===== config.mk =====
export PLATFORM = sky130hd
export DESIGN_NAME = control_cabina
export DESIGN_NICKNAME = d
export VERILOG_FILES = /design/src/rtl/control_cabina.sv
export SDC_FILE = /design/constraint.sdc
export NUM_CORES = 1
export LEC_CHECK = 0
export ABC_AREA = 1
export ABC_CLOCK_PERIOD_IN_PS = 1700
export CELL_PAD_IN_SITES_DETAIL_PLACEMENT = 1
export CELL_PAD_IN_SITES_GLOBAL_PLACEMENT = 2
export CORE_MARGIN = 5
export CORE_UTILIZATION = 32
export CTS_CLUSTER_DIAMETER = 80
export DETAILED_ROUTE_END_ITERATION = 8
export GPL_TIMING_DRIVEN = 0
export PLACE_DENSITY_LB_ADDON = 0.1
export SKIP_LAST_GASP = 1
export SYNTH_ARGS = -nofsm -noshare
export SYNTH_HDL_FRONTEND = slang
export SYNTH_SLANG_ARGS = --single-unit

===== constraint.sdc =====
create_clock -name clk -period 1.7 [get_ports clk]
set_input_delay 0.34 -clock clk [delete_from_list [all_inputs] [get_ports clk]]
set_output_delay 0.34 -clock clk [all_outputs]
set_load 0.01 [all_outputs]

===== src/rtl/control_cabina.sv =====
// Elevator cabin controller: moves one floor per T_PISO cycles and holds the door open for T_PUERTA cycles.
// Outputs are registered; a move in progress ignores commands until the next floor is reached.
module control_cabina #(
    parameter int T_PISO   = 16,
    parameter int T_PUERTA = 32,
    parameter int N_PISOS  = 10
) (
    input  logic       clk,
    input  logic       reset_n,
    input  logic [1:0] motor,
    input  logic       boton_abrir,
    output logic       cambio_piso,
    output logic       esperar,
    output logic [3:0] piso_actual,
    output logic [1:0] movimiento
);

    localparam int T_MAX = (T_PISO > T_PUERTA) ? T_PISO : T_PUERTA;
    localparam int CW    = (T_MAX > 1) ? $clog2(T_MAX) : 1;

    localparam logic [CW-1:0] FIN_PISO   = CW'(T_PISO - 1);
    localparam logic [CW-1:0] FIN_PUERTA = CW'(T_PUERTA - 1);
    localparam logic [3:0]    PISO_TOP   = 4'(N_PISOS - 1);

    localparam logic [1:0] M_SUBIR = 2'b01;
    localparam logic [1:0] M_BAJAR = 2'b10;

    typedef enum logic [1:0] {
        REPOSO   = 2'd0,
        SUBIENDO = 2'd1,
        BAJANDO  = 2'd2,
        PUERTA   = 2'd3
    } estado_t;

    estado_t       r_estado;
    estado_t       w_estado_sig;
    logic [CW-1:0] r_cnt;
    logic [CW-1:0] w_cnt_sig;
    logic [3:0]    r_piso;
    logic [3:0]    w_piso_sig;
    logic [3:0]    w_piso_arriba;
    logic [3:0]    w_piso_abajo;
    logic          r_cambio;
    logic          w_cambio_sig;
    logic          r_esperar;
    logic          w_esperar_sig;
    logic [1:0]    r_mov;
    logic [1:0]    w_mov_sig;

    assign w_piso_arriba = r_piso + 4'd1;
    assign w_piso_abajo  = r_piso - 4'd1;

    always_comb begin
        w_estado_sig = r_estado;
        w_cnt_sig    = r_cnt + 1'b1;
        w_piso_sig   = r_piso;
        w_cambio_sig = 1'b0;

        case (r_estado)
            REPOSO: begin
                // A legal move always wins over the door button; illegal moves fall through.
                if (motor == M_SUBIR && r_piso < PISO_TOP) begin
                    w_estado_sig = SUBIENDO;
                    w_cnt_sig    = '0;
                end else if (motor == M_BAJAR && r_piso != 4'd0) begin
                    w_estado_sig = BAJANDO;
                    w_cnt_sig    = '0;
                end else if (boton_abrir) begin
                    w_estado_sig = PUERTA;
                    w_cnt_sig    = '0;
                end
            end

            SUBIENDO: begin
                if (r_cnt == FIN_PISO) begin
                    w_piso_sig   = w_piso_arriba;
                    w_cambio_sig = 1'b1;
                    w_cnt_sig    = '0;
                    if (!(motor == M_SUBIR && w_piso_arriba < PISO_TOP)) begin
                        w_estado_sig = PUERTA;
                    end
                end
            end

            BAJANDO: begin
                if (r_cnt == FIN_PISO) begin
                    w_piso_sig   = w_piso_abajo;
                    w_cambio_sig = 1'b1;
                    w_cnt_sig    = '0;
                    if (!(motor == M_BAJAR && w_piso_abajo != 4'd0)) begin
                        w_estado_sig = PUERTA;
                    end
                end
            end

            PUERTA: begin
                if (boton_abrir) begin
                    w_cnt_sig = '0;
                end else if (r_cnt == FIN_PUERTA) begin
                    w_estado_sig = REPOSO;
                    w_cnt_sig    = '0;
                end
            end

            default: begin
                w_estado_sig = REPOSO;
                w_cnt_sig    = '0;
            end
        endcase

        // Status outputs are derived from the next state so they register alongside it.
        w_esperar_sig = (w_estado_sig == PUERTA);
        case (w_estado_sig)
            SUBIENDO: w_mov_sig = 2'b01;
            BAJANDO:  w_mov_sig = 2'b10;
            default:  w_mov_sig = 2'b00;
        endcase
    end

    always_ff @(posedge clk or negedge reset_n) begin
        if (!reset_n) begin
            r_estado  <= REPOSO;
            r_cnt     <= '0;
            r_piso    <= 4'd0;
            r_cambio  <= 1'b0;
            r_esperar <= 1'b0;
            r_mov     <= 2'b00;
        end else begin
            r_estado  <= w_estado_sig;
            r_cnt     <= w_cnt_sig;
            r_piso    <= w_piso_sig;
            r_cambio  <= w_cambio_sig;
            r_esperar <= w_esperar_sig;
            r_mov     <= w_mov_sig;
        end
    end

    assign cambio_piso = r_cambio;
    assign esperar     = r_esperar;
    assign piso_actual = r_piso;
    assign movimiento  = r_mov;

endmodule


==> results.toml, run 1 <==
[worst_setup_path]
worstPathArrival_ns = 1.31
critPathBufInv = 1
cp_slowest_cell = "clkdlybuf4s50_1"
start_kind = "register"
critPathMaxStageDelay_ns = 0.57
crit_chain = "clkdlybuf4s50_1"
crit_fanout = 6
crit_path_end_kind = "output port"
critPathTopFamily = "buffers and inverters"
path_class = "register to output port"
required_ns = 1.36

[floorplan]
dieArea_mm2 = 0.004466
rows = 20
die_x_um = 66.83
initial_core_util = 0.3358
die_h_um = 66.83
coreArea_mm2 = 0.003078
ios = 13

[timing]
worst_slew_pin_slew_ns = 0.6999
hold_viol = 0
rsz0062_at_grt = "yes"
fin_crit_sh = 0.9728
finalSetupViolations = 0
fin_skew_ns = 0.003426
fin_ws_ns = 0.04628
fmax_ghz = 0.6047
slew_headroom = 0.5319
tns_ns = 0
maxSlewViolCount = 0
min_period_ns = 1.654

[logic_synthesis]
syn_avg_cell_area_um2 = 8.138
synthArstFlopShare = 1.000
yosysTopAreaCell = "dfrtp_1"
yosys_warnings = 0
synth_nets = 143
synth_most_common_cell = "nand2_1"
synthCells = 127
synth_area_leaders = "dfrtp_1, ha_1, nand2_1, inv_1, nand2_4"
yosys-top-cells-count = "nand2_1, inv_1, dfrtp_1"
syn-cell-area_mm2 = 0.001033
yosysSeqAreaShare = 0.3632
yosys.area.top_type_share = 0.3632
synth_edf_count = 0
ys_types = 23
ys_ff_latch = 15
synth_ff_type = "dfrtp_1"

[global_routing]
grt_pass1_wl_mm = 4.105
first_global_vias = 874
grt_max_degree = 16
grt_overflow_total = 0
antenna_found_initial = 0
grtUsageTotal = 0.1220

[cts]
cts_tree = "built"
h-tree-depth = 1
clockBufferDepth = 2
numCtsBuffers = 3
clk_pin_slew_ns = 0.10
cts-root-buf = "clkbuf_4"
cts_hold_buf = 0
clk_latency_ns = 0.28
cts.sinks = 15

[final_layout]
final_util = 0.4415
drive_gt1_frac = 0.2829
final_cells = 196
area_delta_synth_final_pct = 31.48
num-nets-final = 169
antenna_cells = 0

[routing]
viasPerCell = 4.556
first_pass_iters = 2
vias = 893
wl_mm = 2.440
avgRoutedWirePerCell_um = 12.45
drtIter0Drc = 28
antenna_left = 0
drc = 0

[placement]
port_buffers = 12
gp_congestion = 0.7659
dp_hpwl_mm = 1.946
place_ws_ns = -0.07419
dp.cells = 183

[min_path]
hold_class = "input pin to asynchronous set/reset pin"

[pwr]
vdd_drop_max_mv = 0.5736
p_leak_nw = 0.6741
power_mw = 2.445
powerDensity_mw_per_mm2 = 1800

[flow_run]
drv_cap = 0

[status]
outcome = "complete, no violations"
registers in the layout, summed over array words and instances (netlist names):
register     flops
r_cnt            5
piso_actual      4
movimiento       2
r_estado         2
cambio_piso      1
esperar          1
routing by layer:
metal	up-vias	GRT usage	routed length (um)
li1	455	-	-
met1	428	0.1404	1134
met2	10	0.2252	1242
met3	0	0.02192	63
met4	0	0.03807	0
met5	-	0	0
cells by family (layout without fill, tap and decap cells):
family | after synthesis | count (layout) | share of synthesized area
adder cells (fa/ha/maj) | 11 | 11 | 0.1332
XOR/XNOR | 4 | 4 | 0.03390
flip-flops | 15 | 15 | 0.3632
AND/OR/NAND/NOR | 56 | 56 | 0.2675
buffers and inverters | 25 | 50 | 0.09201
AO/OA/AOI/OAI | 16 | 16 | 0.1102
path summary, 6_finish.rpt:
| path | cells past startpoint | to | startpoint | slack, ns |
|---|---|---|---|---|
| min in group clk | 2 | piso_actual[0]$_DFFE_PN0P_ | piso_actual[0]$_DFFE_PN0P_ | 0.62 |
| worst max register to register | 11 | esperar$_DFF_PN0_ | r_cnt[0]$_DFF_PN0_ | 0.08 |
| worst min register to register | 2 | piso_actual[0]$_DFFE_PN0P_ | piso_actual[0]$_DFFE_PN0P_ | 0.62 |
| worst min-delay path | 1 | movimiento[1]$_DFF_PN0_ | reset_n | 0.47 |
| worst max-delay path | 1 | piso_actual[3] | piso_actual[3]$_DFFE_PN0P_ | 0.05 |
| max in group asynchronous | 1 | piso_actual[0]$_DFFE_PN0P_ | reset_n | 0.74 |
layout make-up:
type | count | area [um^2]
clock buffers | 3 | 22.52
clock inverters | 1 | 5.005
flip-flops and latches | 15 | 380.4
multi-input cells | 87 | 610.6
inverters | 24 | 90.09
well taps | 44 | 55.05
repair buffers | 22 | 195.2
fillers | 379 | 1719
worst register-to-register path, stage by stage (launching register included):
cell and delay (ns):
dfrtp_1 0.40, ha_2 0.21, nand3_4 0.10, inv_2 0.05, ha_2 0.16, o211ai_1 0.22
a21oi_1 0.10, nand2_1 0.08, nand2_2 0.08, nand2_4 0.09, nand2_1 0.05, inv_1 0.05
cell usage in the layout, fill, tap and decap left out, types with 2 or more instances in the layout:
| master | instances |
|---|---|
| nor2_2 | 2 |
| nand3_1 | 7 |
| a21oi_1 | 3 |
| ha_1 | 6 |
| dfrtp_2 | 4 |
| nand2_1 | 27 |
| xor2_1 | 3 |
| buf_4 | 10 |
| dfrtp_1 | 11 |
| nor2_1 | 6 |
| o22ai_1 | 2 |
| o21ai_4 | 2 |
| nor3_1 | 3 |
| clkbuf_4 | 3 |
| o21ai_0 | 3 |
| nand2_4 | 5 |
| inv_1 | 20 |
| nand2_2 | 4 |
| inv_2 | 4 |
| ha_2 | 5 |
| clkdlybuf4s50_1 | 12 |
power by group:
part	total, mW	internal [mW]	switching [mW]
sequential	0.634	0.498	0.136
combinational	1.60	0.728	0.874
clock	0.210	0.0873	0.122
repair_timing:
item | 4_1_cts | 5_1_grt
gates cloned | 0 | 0
pin swaps | 1 | 4
resized for setup | 7 | 11
buffers inserted | 2 | 8
setup endpoints to repair | 11 | 9
stage by stage:
stage	hold slack [ns]	cell area, um^2
final	0.4682	1359
after global routing	0.5080	1359
after CTS	0.4839	1275
after detailed placement	0.4807	1209
after global placement	0.4581	1209
after floorplan	0.04441	1033
(Power assumes the default switching activity.)
==> run 2: changes to the inputs <==
- SLEW_MARGIN: not set -> 20
==> results of run 2 <==
The final DEF is identical to that of run 1; final timing and power are the same.
